## src/rtl/memwb_stage_reg.sv

```systemverilog
// memwb_stage_reg: MEM/WB pipeline register feeding the five-input writeback
// result mux. Extends load data before capture, supports stall/flush and
// forces illegal result-source selects (5-7) to 0 so the mux never sees them.
// Optional feature: define MEMWB_RETIRE_COUNT_EN to build the retired-
// instruction counter on RetireCountW; otherwise that output is tied to 0.
module memwb_stage_reg #(
    parameter int XLEN     = 32,
    parameter int RETIRE_W = 64
) (
    input  logic                clk,
    input  logic                reset,
    input  logic                StallW,
    input  logic                FlushW,
    input  logic                ValidM,
    input  logic                RegWriteM,
    input  logic [4:0]          RdM,
    input  logic [2:0]          ResultSrcM,
    input  logic [2:0]          LoadTypeM,
    input  logic [XLEN-1:0]     ALUResultM,
    input  logic [XLEN-1:0]     ReadDataM,
    input  logic [XLEN-1:0]     PCPlus4M,
    input  logic [XLEN-1:0]     ImmExtM,
    input  logic [XLEN-1:0]     PCTargetM,
    output logic [XLEN-1:0]     ALUResultW,
    output logic [XLEN-1:0]     ReadDataW,
    output logic [XLEN-1:0]     PCPlus4W,
    output logic [XLEN-1:0]     ImmExtW,
    output logic [XLEN-1:0]     PCTargetW,
    output logic [2:0]          ResultSrcW,
    output logic [4:0]          RdW,
    output logic                RegWriteW,
    output logic                ValidW,
    output logic                IllegalSrcW,
    output logic [RETIRE_W-1:0] RetireCountW
);

    localparam logic [2:0] SRC_MAX = 3'd4;

    // Load funct3 encodings that need extension; everything else passes the raw word
    localparam logic [2:0] LT_LB  = 3'b000;
    localparam logic [2:0] LT_LH  = 3'b001;
    localparam logic [2:0] LT_LBU = 3'b100;
    localparam logic [2:0] LT_LHU = 3'b101;

    logic [1:0]      w_off;
    logic [7:0]      w_byte;
    logic [15:0]     w_half;
    logic [XLEN-1:0] w_ld_ext;
    logic            w_legal;
    logic            w_load;

    logic [XLEN-1:0] r_alu;
    logic [XLEN-1:0] r_rdata;
    logic [XLEN-1:0] r_pc4;
    logic [XLEN-1:0] r_imm;
    logic [XLEN-1:0] r_tgt;
    logic [2:0]      r_src;
    logic [4:0]      r_rd;
    logic            r_rw;
    logic            r_vld;
    logic            r_ill;

    assign w_off   = ALUResultM[1:0];
    assign w_legal = (ResultSrcM <= SRC_MAX);
    // An edge "loads" only when nothing of higher priority claims it
    assign w_load  = !reset && !FlushW && !StallW;

    // Pick the addressed byte/halfword and extend per load type
    always_comb begin
        w_byte = ReadDataM[7:0];
        case (w_off)
            2'd0: w_byte = ReadDataM[7:0];
            2'd1: w_byte = ReadDataM[15:8];
            2'd2: w_byte = ReadDataM[23:16];
            2'd3: w_byte = ReadDataM[31:24];
            default: w_byte = ReadDataM[7:0];
        endcase
        // off[0] is ignored for halfwords; misalignment is not this stage's problem
        w_half = w_off[1] ? ReadDataM[31:16] : ReadDataM[15:0];
        case (LoadTypeM)
            LT_LB:   w_ld_ext = {{(XLEN-8){w_byte[7]}}, w_byte};
            LT_LBU:  w_ld_ext = {{(XLEN-8){1'b0}}, w_byte};
            LT_LH:   w_ld_ext = {{(XLEN-16){w_half[15]}}, w_half};
            LT_LHU:  w_ld_ext = {{(XLEN-16){1'b0}}, w_half};
            default: w_ld_ext = ReadDataM;
        endcase
    end

    // Stage register: reset > flush > stall > load
    always_ff @(posedge clk) begin
        if (reset || FlushW) begin
            r_alu   <= '0;
            r_rdata <= '0;
            r_pc4   <= '0;
            r_imm   <= '0;
            r_tgt   <= '0;
            r_src   <= 3'd0;
            r_rd    <= 5'd0;
            r_rw    <= 1'b0;
            r_vld   <= 1'b0;
            r_ill   <= 1'b0;
        end else if (!StallW) begin
            r_alu   <= ALUResultM;
            r_rdata <= w_ld_ext;
            r_pc4   <= PCPlus4M;
            r_imm   <= ImmExtM;
            r_tgt   <= PCTargetM;
            // Illegal selects collapse to the ALU path; data is still captured
            r_src   <= w_legal ? ResultSrcM : 3'd0;
            r_rd    <= RdM;
            r_rw    <= RegWriteM & ValidM & w_legal;
            r_vld   <= ValidM;
            r_ill   <= ValidM & !w_legal;
        end
    end

`ifdef MEMWB_RETIRE_COUNT_EN
    logic [RETIRE_W-1:0] r_retire;

    // Count valid, legal instructions entering W; flush and stall hold, wraps naturally
    always_ff @(posedge clk) begin
        if (reset) begin
            r_retire <= '0;
        end else if (w_load && ValidM && w_legal) begin
            r_retire <= r_retire + 1'b1;
        end
    end

    assign RetireCountW = r_retire;
`else
    assign RetireCountW = '0;
`endif

    assign ALUResultW  = r_alu;
    assign ReadDataW   = r_rdata;
    assign PCPlus4W    = r_pc4;
    assign ImmExtW     = r_imm;
    assign PCTargetW   = r_tgt;
    assign ResultSrcW  = r_src;
    assign RdW         = r_rd;
    assign RegWriteW   = r_rw;
    assign ValidW      = r_vld;
    assign IllegalSrcW = r_ill;

endmodule

```

## config.mk

```make
export PLATFORM = sky130hd
export DESIGN_NAME = memwb_stage_reg
export DESIGN_NICKNAME = d
export VERILOG_FILES = /design/src/rtl/memwb_stage_reg.sv
export SDC_FILE = /design/constraint.sdc
export NUM_CORES = 1
export LEC_CHECK = 0
export BUFFER_PORTS_ARGS = -buffer_cell sky130_fd_sc_hd__buf_2
export CORE_MARGIN = 5
export CORE_UTILIZATION = 27
export CTS_CLUSTER_DIAMETER = 60
export DETAILED_ROUTE_END_ITERATION = 16
export MAX_ROUTING_LAYER = met4
export PLACE_DENSITY_LB_ADDON = 0.12
export SYNTH_ARGS = -nofsm -noshare
export SYNTH_HDL_FRONTEND = slang
export SYNTH_SLANG_ARGS = --single-unit
```

## constraint.sdc

```tcl
create_clock -name clk -period 1.7 [get_ports clk]
set_input_delay 0.34 -clock clk [delete_from_list [all_inputs] [get_ports clk]]
set_output_delay 0.34 -clock clk [all_outputs]
set_load 0.02 [all_outputs]
```

After elaboration in Yosys (flattened, before gate mapping) --
Index checks and enable logic that the tools add are counted.
Storage, ports and cells: output and inout bits 235, input port bits 177, memory bits (writable) 0, latch bits 0, word-level logic and storage cells 28, memories kept 0, register bits after elaboration 171, bits in read-only memories 0
Operators by class: bitwise logic cells 3, shifts and indexed selects 0, add/sub/neg operators 0, order comparisons 1, muxes and demuxes 4, reduce and logical (&&, ||, !) cells 4, $mul 0, equality and inequality tests 6, divide/modulo/power cells 0
Operators with widths (number):
- $pmux W32 S4 | 1
- $pmux W8 S4 | 1
- $mux W16 | 1
- $eq A3 B3 Y1 const B | 2
- $eq A2 B2 Y1 const B | 2
- $and A1 B1 Y1 | 3
- $eq A3 B1 Y1 const B | 1
- $le A3 B3 Y1 const B | 1
- $logic_not A3 Y1 | 1
- $mux W3 | 1
- $eq A2 B1 Y1 const B | 1
- $logic_not A2 Y1 | 1
- $logic_not A1 Y1 | 1
- $logic_or A1 B1 Y1 | 1

Longest topological paths before layout --
Gate-level depths: netlist (run 1).
word-level depth 3, mapped depth 6

Worst setup path after synthesis (run 1) --
No wires, ideal clock.
path type input port to flip-flop, start input ALUResultM[1], end register r_rdata[20] (netlist: ReadDataW[20]), path slack 313 ps, arrival 1268 ps, buffers on the path 2, stages 6, path through buf_6 mux2i_2 mux2i_1 a21oi_2 buf_6 a21oi_1
Between the ends: word-level cells in the longest chain between the ends 3, elaborated cells between the ends (all ways) 7, those cells by class 3 x eq/ne; 3 x mux; 1 x reduce/logical
Ends and longest elaborated chain:
- from (decl) | RTL line 19 | input logic [XLEN-1:0] ALUResultM,
- $eq A2 B2 Y1 (tied with other cells) | RTL line 71 | case (w_off)
- $pmux W8 S4 | RTL line 71
- $pmux W32 S4 * | RTL line 80 | case (LoadTypeM)
- to (signal assigned) | RTL line 104 | r_rdata <= w_ld_ext;
- to (decl) | RTL line 53 | logic [XLEN-1:0] r_rdata;
Every way passes the cells marked *; elsewhere a longest branch is shown, timed or not. A chain may end at the register's enable or synchronous reset.

Worst setup path after layout (run 1) --
start register r_tgt[16] (netlist: PCTargetW[16]), end output PCTargetW[16]
RTL lines:
- from (decl) | RTL line 56 | logic [XLEN-1:0] r_tgt;
- from (signal assigned) | RTL line 107 | r_tgt <= PCTargetM;
- to (decl) | RTL line 28 | output logic [XLEN-1:0] PCTargetW,
No word-level cell between the ends.

==> results of run 1 <==
## synth_stat cells
library cell  count  area, um^2
dfxtp_1         171        3420
buf_6             2        22.5
a22oi_1           6        45.0
nor2_1          143         537
mux2i_2           1        13.8
or2_1             1        6.26
a21oi_1          35         175
a22o_1            4        35.0
or3_1             2        12.5
buf_1             1        3.75
o21ai_0          31         155
nand3_1           1        5.00
nor4b_1           1        8.76
a2111oi_0         1        8.76
mux2i_1         139        1390
a21o_1            1        7.51
nand2b_1          5        31.3
a32oi_1           3        26.3
inv_1             3        11.3
buf_2            28         140
o31ai_1           5        37.5
nand2_1          25        93.8
mux4_1            1        26.3
o22ai_1           4        25.0
or2_2             1        6.26
a31oi_1           4        25.0
a21oi_2           2        17.5
a221oi_1          2        17.5
buf_4            65         488
o2bb2ai_1         1        8.76
conb_1            1        3.75
o221ai_1          2        17.5
nor2b_1           6        37.5
nor3b_1           2        15.0
clkbuf_1         17        63.8
## sequential cells by signal, indices dropped and copies added, names as in the netlist
signal and flops:
ALUResultW 32, IllegalSrcW 1, ImmExtW 32, PCPlus4W 32
PCTargetW 32, RdW 5, ReadDataW 32, RegWriteW 1
ResultSrcW 3, ValidW 1
## per-layer routing
layer  vias to the layer above  wire length, um
li1                       2990                -
met1                      2760             9690
met2                       222            11600
met3                        12             1790
met4                         0              240
met5                         -                0
## where the power goes
part / internal (mW) / switching (mW) / leakage, nW / total (mW)
registers: 4.14 / 0.0648 / 1.39 / 4.21
clock network: 1.97 / 1.93 / 0.281 / 3.90
logic: 0.534 / 0.823 / 3.26 / 1.36
total: 6.65 / 2.82 / 4.94 / 9.47
## worst max-delay path by stage
| stage | cells after the start | endpoint | slack (ps) |
|---|---|---|---|
| finish | 1 | PCTargetW[16] | 370 |
| floorplan | 6 | ReadDataW[20]$_SDFFE_PP0N_ | 310 |
| CTS | 1 | PCTargetW[16] | 320 |
| global route | 1 | PCTargetW[16] | 320 |
| detailed placement | 5 | ReadDataW[14]$_SDFFE_PP0N_ | -4 |
| global placement | 5 | ReadDataW[14]$_SDFFE_PP0N_ | 50 |
## cells by family (layout without fill, tap and decap cells)
family / count (synthesis) / in the layout / synth area share, %
flops: 171 / 171 / 49.3
other cells: 1 / 65 / 0.0540
buf+inv: 116 / 412 / 10.5
mux: 141 / 141 / 20.6
simple gates: 187 / 187 / 10.8
compound gates: 101 / 101 / 8.67
## final cells by class
type | count | area (um^2) | share of cell area (%)
Multi-Input combinational cell | 493 | 3030 | 31.8
Sequential cell | 171 | 3420 | 36.0
Clock inverter | 15 | 155 | 1.63
Timing Repair Buffer | 377 | 2060 | 21.6
Antenna cell | 1 | 2.50 | 0.0263
Inverter | 3 | 11.3 | 0.118
Clock buffer | 17 | 425 | 4.47
Tap cell | 330 | 413 | 4.34
## stage by stage
stage	instances	power (mW)	worst slack, ps
global placement	1374	5.67	46.6
floorplan	780	5.22	313
global route	1407	9.93	324
CTS	1406	9.66	324
detailed placement	1374	5.67	-4.04
finish	1407	9.47	371
==> reports/metrics.yaml, run 1 <==
setup_path:
  rrSetupSlack_ps: 960
  start_kind: "flip-flop"
  critPathBufInv: 1
  critPathMaxFanout: 2
  startpoint: "PCTargetW[16]$_SDFFE_PP0N_"
  critical_path_class: "flip-flop to primary output"
  r2r-start: "ReadDataW[5]$_SDFFE_PP0N_"
  reg2regPathDepth: 2
  path_delay_family: "flip-flops"
  cp-end-kind: "primary output"
  slowest_delay_ps: 370
  cp.arrival_ps: 990
  slowest_stage: "dfxtp_1"
  reg2reg_to: "ReadDataW[5]$_SDFFE_PP0N_"
  crit_path_cell_trace: "buf_2"
  cp.required_ps: 1360
die:
  initial_core_util_pct: 27.5
  coreArea_mm2: 0.0253
  io_pins: 412
  placementRows: 58
  die_height_um: 170
  die_area_mm2: 0.0290
  die_w_um: 170
global_route:
  use_met2_pct: 26.0
  antenna_found_initial: 1
  grt_max_degree: 97
  grt_first_pass_wirelength_mm: 34.0
  grt-busiest-layer: "met2"
  grt_pass1_vias: 5936
  track_usage_pct: 15.4
  use_met3_pct: 4.04
  grt-ovfl-total: 0
  groute.layer.met1.usage_pct: 18.3
cells_and_area:
  final_common_cell: "buf_2"
  fin_area_mm2: 0.00952
  nets: 1240
  final_cell_mix: "buf_2, dfxtp_1, nor2_1"
  area_growth_pct: 37.1
  final_util_pct: 37.7
  drive_above_1_share_pct: 38.4
  n_fill_cell: 2719
route:
  viasPerCell: 4.25
  drc: 0
  initialDrtViolationCount: 330
  drt-wirelength-per-cell_um: 16.6
  drt_wl_total_mm: 23.3
  ant_nets: 0
  vias: 5984
  firstDrtPassIters: 4
outcome:
  status: "completed"
timing:
  setup_violations: 0
  hold_viol_final: 0
  max_freq_mhz: 752
  slew_headroom_pct: 66.2
  slew_violations: 0
  rsz0062_at_grt: "no"
  hold_ws_ps: 148
  finClkSkew_ps: 0
  fin_setup_tns_ps: 0
  layout_min_cycle_time_ps: 1330
  worst-slew-pin-transition_ps: 507
  fin_crit_sh_pct: 78.2
cts:
  clock_insertion_delay_worst_skew_ps: 410
  cts_hold_repair.buffers: 0
  clk_pin_slew_ps: 80
  cts_root_buffer: "clkbuf_16"
  htreeDepth: 4
  cts_tree: "done"
  cts.sinks: 171
  post-cts-setup-buffers: 0
  numCtsBuffers: 17
  cts_resized: 0
  clockBufferDepth: 2
synthesis:
  ys_types: 35
  postSynthCellCount: 717
  synth_area_mm2: 0.00694
  ys_ff_latch: 171
  yosys_warnings: 0
  synth.avg_cell_area_um2: 9.68
  ys_seq_area_share_pct: 49.3
pwr:
  vdd_drop_max_mv: 0.402
  powerDensity_mw_per_mm2: 995
  leakage_nw: 4.94
flow_run:
  max_cap_viol_count: 0
placed_design:
  routabilityCongestion: 0.775
  place_hpwl_mm: 17.6
  dpl_cell_area_mm2: 0.00893
  port-buffer-count: 347
worst_hold_path:
  holdPathEnd: "ImmExtW[4]$_SDFFE_PP0N_"
  worstHoldPathType: "primary input to flip-flop"
  min_from: "ImmExtM[4]"
  hold_depth: 3
(Power assumes the default switching activity.)
==> run 2, diff against run 1 <==
==> constraint.sdc (replaced) <==
create_clock -name clk -period 1.1 [get_ports clk]
set_input_delay 0.22 -clock clk [delete_from_list [all_inputs] [get_ports clk]]
set_output_delay 0.22 -clock clk [all_outputs]
set_load 0.02 [all_outputs]
==> reports/metrics.yaml, run 2 (same netlist as run 1, synthesis figures left out) <==
outcome:
  status: "finished with violations"
  violations: "setup timing"
timing:
  layout_min_cycle_time_ps: 1130
  hold_viol_final: 0
  setup_violations: 33
  rsz0062_at_grt: "yes"
  max_freq_mhz: 883
  fin_crit_sh_pct: 103
  slew_violations: 0
  finClkSkew_ps: 0
  layout_setup_ws_ps: -32.3
placed_design:
  place_hpwl_mm: 18.0
  port-buffer-count: 347
  routabilityCongestion: 0.814
  place_ws_ps: -349
cts:
  htreeDepth: 4
  cts_root_buffer: "clkbuf_16"
  cts_tree: "done"
  clock_insertion_delay_worst_skew_ps: 420
  cts_hold_repair.buffers: 0
  numCtsBuffers: 17
  cts.sinks: 171
  clockBufferDepth: 2
  clk_pin_slew_ps: 80
pwr:
  leakage_nw: 5.35
  netSwitchingPower_mw: 4.41
  p_int_mw: 10.7
  swShare_pct: 29.2
  total_power_mw: 15.1
  vdd_drop_max_mv: 0.743
  pwr-share-comb_pct: 16.5
  power.share.clock_pct: 39.8
  powerDensity_mw_per_mm2: 1350
  pwr-share-seq_pct: 43.7
worst_hold_path:
  holdPathEnd: "ALUResultW[6]$_SDFFE_PP0N_"
  hold_depth: 3
  min_from: "ALUResultM[6]"
  worstHoldPathType: "primary input to flip-flop"
setup_path:
  crit_path_cell_trace: "buf_6"
  slowest_stage: "dfxtp_2"
  r2r-start: "ReadDataW[1]$_SDFFE_PP0N_"
  slowest_delay_ps: 370
  start_kind: "flip-flop"
  reg2reg_to: "ReadDataW[1]$_SDFFE_PP0N_"
  path_delay_family: "flip-flops"
  cp.required_ps: 880
  critPathBufInv: 1
  reg2regPathDepth: 2
  rrSetupSlack_ps: 350
  cp.arrival_ps: 910
  critPathMaxFanout: 2
  cp-end-kind: "primary output"
  critical_path_class: "flip-flop to primary output"
cells_and_area:
  final_cell_mix: "buf_2, dfxtp_2, buf_6"
  nets: 1272
  drive_above_1_share_pct: 55.9
  diodes: 0
  final_common_cell: "buf_2"
  area_growth_pct: 61.1
die:
  placementRows: 58
  io_pins: 412
  die_height_um: 170
  initial_core_util_pct: 27.5
  coreArea_mm2: 0.0253
  die_w_um: 170
  die_area_mm2: 0.0290
global_route:
  grt_first_pass_wirelength_mm: 34.8
  antenna_found_initial: 0
  grt_pass1_vias: 6139
  grt-ovfl-total: 0
  grt_max_degree: 50
  track_usage_pct: 15.6
route:
  drt-wirelength-per-cell_um: 16.4
  firstDrtPassIters: 5
  initialDrtViolationCount: 185
  vias: 6153
  viasPerCell: 4.28
  drt_wl_total_mm: 23.6
  drc: 0
  ant_nets: 0
flow_run:
  max_cap_viol_count: 0
[run 2: how the worst max path moves through the flow]
| stage | end | from | cells after the start | slack, ps |
|---|---|---|---|---|
| final | ALUResultW[1] | ALUResultW[1]$_SDFFE_PP0N_ | 1 | -30 |
| after global routing | ReadDataW[21] | ReadDataW[21]$_SDFFE_PP0N_ | 1 | -60 |
| after CTS | ALUResultW[1] | ALUResultW[1]$_SDFFE_PP0N_ | 1 | -50 |
| after detailed placement | ReadDataW[1]$_SDFFE_PP0N_ | ALUResultM[1] | 6 | -350 |
| after global placement | ReadDataW[11]$_SDFFE_PP0N_ | ALUResultM[1] | 6 | -350 |
| after floorplan | ReadDataW[20]$_SDFFE_PP0N_ | ALUResultM[1] | 6 | -150 |
[run 2: power groups by stage]
stage	Sequential [mW]	Clock, mW	Combinational, mW
5_1_grt	6.62	6.47	2.68
6_report	6.59	5.99	2.49
4_1_cts	6.59	6.22	2.51
2_1_floorplan	6.91	0	1.21
3_3_place_gp	6.64	0	2.25
3_5_place_dp	6.65	0	2.25
[run 2: layer usage]
layer / routed length [um] / vias up / share of wire [%] / track usage [%]
li1: - / 3053 / - / -
met1: 10000 / 2851 / 42 / 19.3
met2: 11600 / 233 / 49 / 25.7
met3: 1670 / 16 / 7.1 / 3.79
met4: 325 / 0 / 1.4 / 4.17
met5: 0 / - / 0 / -
[run 2: layout make-up]
type	instances	area [um^2]
inverters	3	11.3
fillers	2526	14100
clock inverters	14	150
multi-input cells	493	3060
well taps	330	413
repair buffers	409	3480
clock buffers	18	429
flip-flops and latches	171	3640
[run 2: timing repair]
action                                  4_1_cts  5_1_grt
resized for setup                           513        0
endpoints found under the setup margin      171      171
buffers inserted                              5        1
[run 2: stage by stage]
| step | std cells | area [um^2] | TNS (ps) | hold slack (ps) | util, % |
|---|---|---|---|---|---|
| after floorplan | 780 | 7300 | -2580 | 354 | - |
| after global placement | 1400 | 9280 | -10710 | 451 | 36.7 |
| after detailed placement | 1400 | 9280 | -11200 | 455 | 36.7 |
| after CTS | 1437 | 11200 | -3630 | 0.934 | 44.3 |
| after global routing | 1438 | 11200 | -6480 | 11.5 | 44.3 |
| final | 1438 | 11200 | -281 | 23.4 | 44.3 |
==> run 3, diff against run 2 <==
--- a/config.mk
+++ b/config.mk
@@ -5,6 +5,7 @@
 export SDC_FILE = /design/constraint.sdc
 export NUM_CORES = 1
 export LEC_CHECK = 0
+export ABC_AREA = 1
 export BUFFER_PORTS_ARGS = -buffer_cell sky130_fd_sc_hd__buf_2
 export CORE_MARGIN = 5
 export CORE_UTILIZATION = 27
==> reports/metrics.yaml, run 3 <==
outcome:
  status: "finished with violations"
  violations: "setup timing"
timing:
  setup_violations: 25
  max_freq_mhz: 886
  layout_min_cycle_time_ps: 1130
  slew_violations: 0
  rsz0062_at_grt: "yes"
  fin_crit_sh_pct: 103
  finClkSkew_ps: 0
  hold_ws_ps: 28.4
  fin_setup_tns_ps: -165
  layout_setup_ws_ps: -28.3
  hold_viol_final: 0
route:
  ant_nets: 0
  wl_met3_mm: 2.20
  viasPerCell: 4.34
  drc: 0
  top_layer_used: "met4"
  wl_met1_mm: 10.7
  wl_met2_mm: 12.0
  firstDrtPassIters: 4
  drt_wl_total_mm: 25.4
  drt-wirelength-per-cell_um: 15.5
  initialDrtViolationCount: 344
  vias: 7098
synthesis:
  post-synth-top-count-cell: "nand2_1"
  synth_area_mm2: 0.00683
  synth_top_area_cell: "dfxtp_1"
  yosys_warnings: 0
  synth_area_leaders: "dfxtp_1, nand2_1, a21oi_1"
  ys_seq_area_share_pct: 50.1
  ys_dominant_reg_cell: "dfxtp_1"
  synthArstFlopShare_pct: 0
  synth.avg_cell_area_um2: 7.53
  synth_top_area_share_pct: 50.1
  ys_types: 21
  synth_edf_count: 0
  postSynthCellCount: 908
  synthTopCellsByCount: "nand2_1, a21oi_1, dfxtp_1, buf_4, o21ai_0"
  ys_ff_latch: 171
pwr:
  leakage_nw: 5.08
  swShare_pct: 27.6
  pwr-share-seq_pct: 43.0
  total_power_mw: 15.3
  p_int_mw: 11.1
  netSwitchingPower_mw: 4.23
  pwr-share-comb_pct: 15.4
  powerDensity_mw_per_mm2: 1380
  vdd_drop_max_mv: 0.791
  power.share.clock_pct: 41.6
die:
  die_height_um: 169
  die_w_um: 169
  initial_core_util_pct: 27.3
  io_pins: 412
  die_area_mm2: 0.0286
  placementRows: 58
  coreArea_mm2: 0.0250
cells_and_area:
  fin_area_mm2: 0.0111
  final_common_cell: "nand2_1"
  drive_above_1_share_pct: 48.8
  final_cell_mix: "nand2_1, a21oi_1, buf_2"
  nets: 1467
  area_growth_pct: 62.7
setup_path:
  cp-end-kind: "primary output"
  cp.arrival_ps: 910
  critPathBufInv: 1
  start_kind: "flip-flop"
  cp.required_ps: 880
  slowest_delay_ps: 370
  critPathMaxFanout: 2
  path_delay_family: "flip-flops"
  critical_path_class: "flip-flop to primary output"
  crit_path_cell_trace: "buf_6"
  slowest_stage: "dfxtp_2"
cts:
  clk_pin_slew_ps: 80
  clockBufferDepth: 2
  clock_insertion_delay_worst_skew_ps: 420
  numCtsBuffers: 17
  cts.sinks: 171
  cts_tree: "done"
  htreeDepth: 4
  cts_root_buffer: "clkbuf_16"
placed_design:
  dpl_cell_area_mm2: 0.00902
  routabilityCongestion: 0.843
  port-buffer-count: 347
  place_hpwl_mm: 18.6
global_route:
  grt_first_pass_wirelength_mm: 38.5
  track_usage_pct: 17.4
  grt_max_degree: 46
  grt_pass1_vias: 6929
  grt-ovfl-total: 0
  antenna_found_initial: 2
worst_hold_path:
  worstHoldPathType: "primary input to flip-flop"
flow_run:
  max_cap_viol_count: 0
==> run 3: changes by cell type after synthesis, sizes merged, moves of 9 or more <==
cell / previous run / this run
nor2: 143 / 17
inv: 3 / 18
a21oi: 37 / 194
nand2: 25 / 314
o21ai: 31 / 55
nand3: 1 / 10
buf: 96 / 87
clkbuf: 17 / 38
mux2i: 140 / 0
==> run 3: power groups by stage <==
stage | Sequential [mW] | Clock (mW) | Combinational [mW]
floorplan | 6.89 | 0 | 1.05
global placement | 6.64 | 0 | 2.10
detailed placement | 6.64 | 0 | 2.10
CTS | 6.59 | 6.59 | 2.35
global route | 6.61 | 6.86 | 2.57
finish | 6.58 | 6.38 | 2.36
==> run 3: repair_timing <==
action	4_1_cts	5_1_grt
hold endpoints to repair	0	2
endpoints found under the setup margin	171	171
setup buffers	5	17
hold buffers	0	2
resized for setup	514	2
pin swaps	0	0
==> run 3: worst reg2reg max path: cells and delay by family, from the launching register on <==
family                 cells  cell delay [ps]
AOI/OAI and AO/OA          1               60
buffers and inverters      2              240
DFF                        1              330
and+or+nand+nor            1               50
==> run 3: final timing paths <==
| path | start | end | slack [ps] | cells past startpoint |
|---|---|---|---|---|
| max | ImmExtW[21]$_SDFFE_PP0N_ | ImmExtW[21] | -30 | 1 |
| min | PCPlus4M[3] | PCPlus4W[3]$_SDFFE_PP0N_ | 30 | 3 |
| max reg2reg | ALUResultW[17]$_SDFFE_PP0N_ | ALUResultW[17]$_SDFFE_PP0N_ | 310 | 4 |
| min reg2reg | ALUResultW[2]$_SDFFE_PP0N_ | ALUResultW[2]$_SDFFE_PP0N_ | 460 | 2 |
==> run 3: cell type report <==
type | count | area, um^2
clock buffer | 19 | 433
fill | 2554 | 13900
tap | 330 | 413
sequential | 171 | 3640
multi-input combinational | 656 | 2820
antenna | 2 | 5.00
clock inverter | 13 | 180
inverter | 19 | 83.8
timing repair buffer | 425 | 3540
==> run 3: cell families after synthesis <==
family	share of synthesized area (%)
other cells	0.0549
simple gates	19.3
flops	50.1
buf+inv	12.2
compound gates	18.4
==> run 3: per-layer routing <==
metal | up-vias | global-route usage, %
li1 | 3574 | -
met5 | - | -
met2 | 279 | 28.0
met4 | 0 | 5.18
met3 | 28 | 6.05
met1 | 3217 | 20.8
==> run 3: stage by stage <==
stage | setup slack [ps] | cells | utilization [%]
after global placement | -115 | 1577 | 36.0
after floorplan | 26.6 | 971 | -
after global routing | -75.0 | 1635 | 44.4
final | -28.3 | 1635 | 44.4
after detailed placement | -133 | 1577 | 36.0
after CTS | -60.5 | 1614 | 43.8
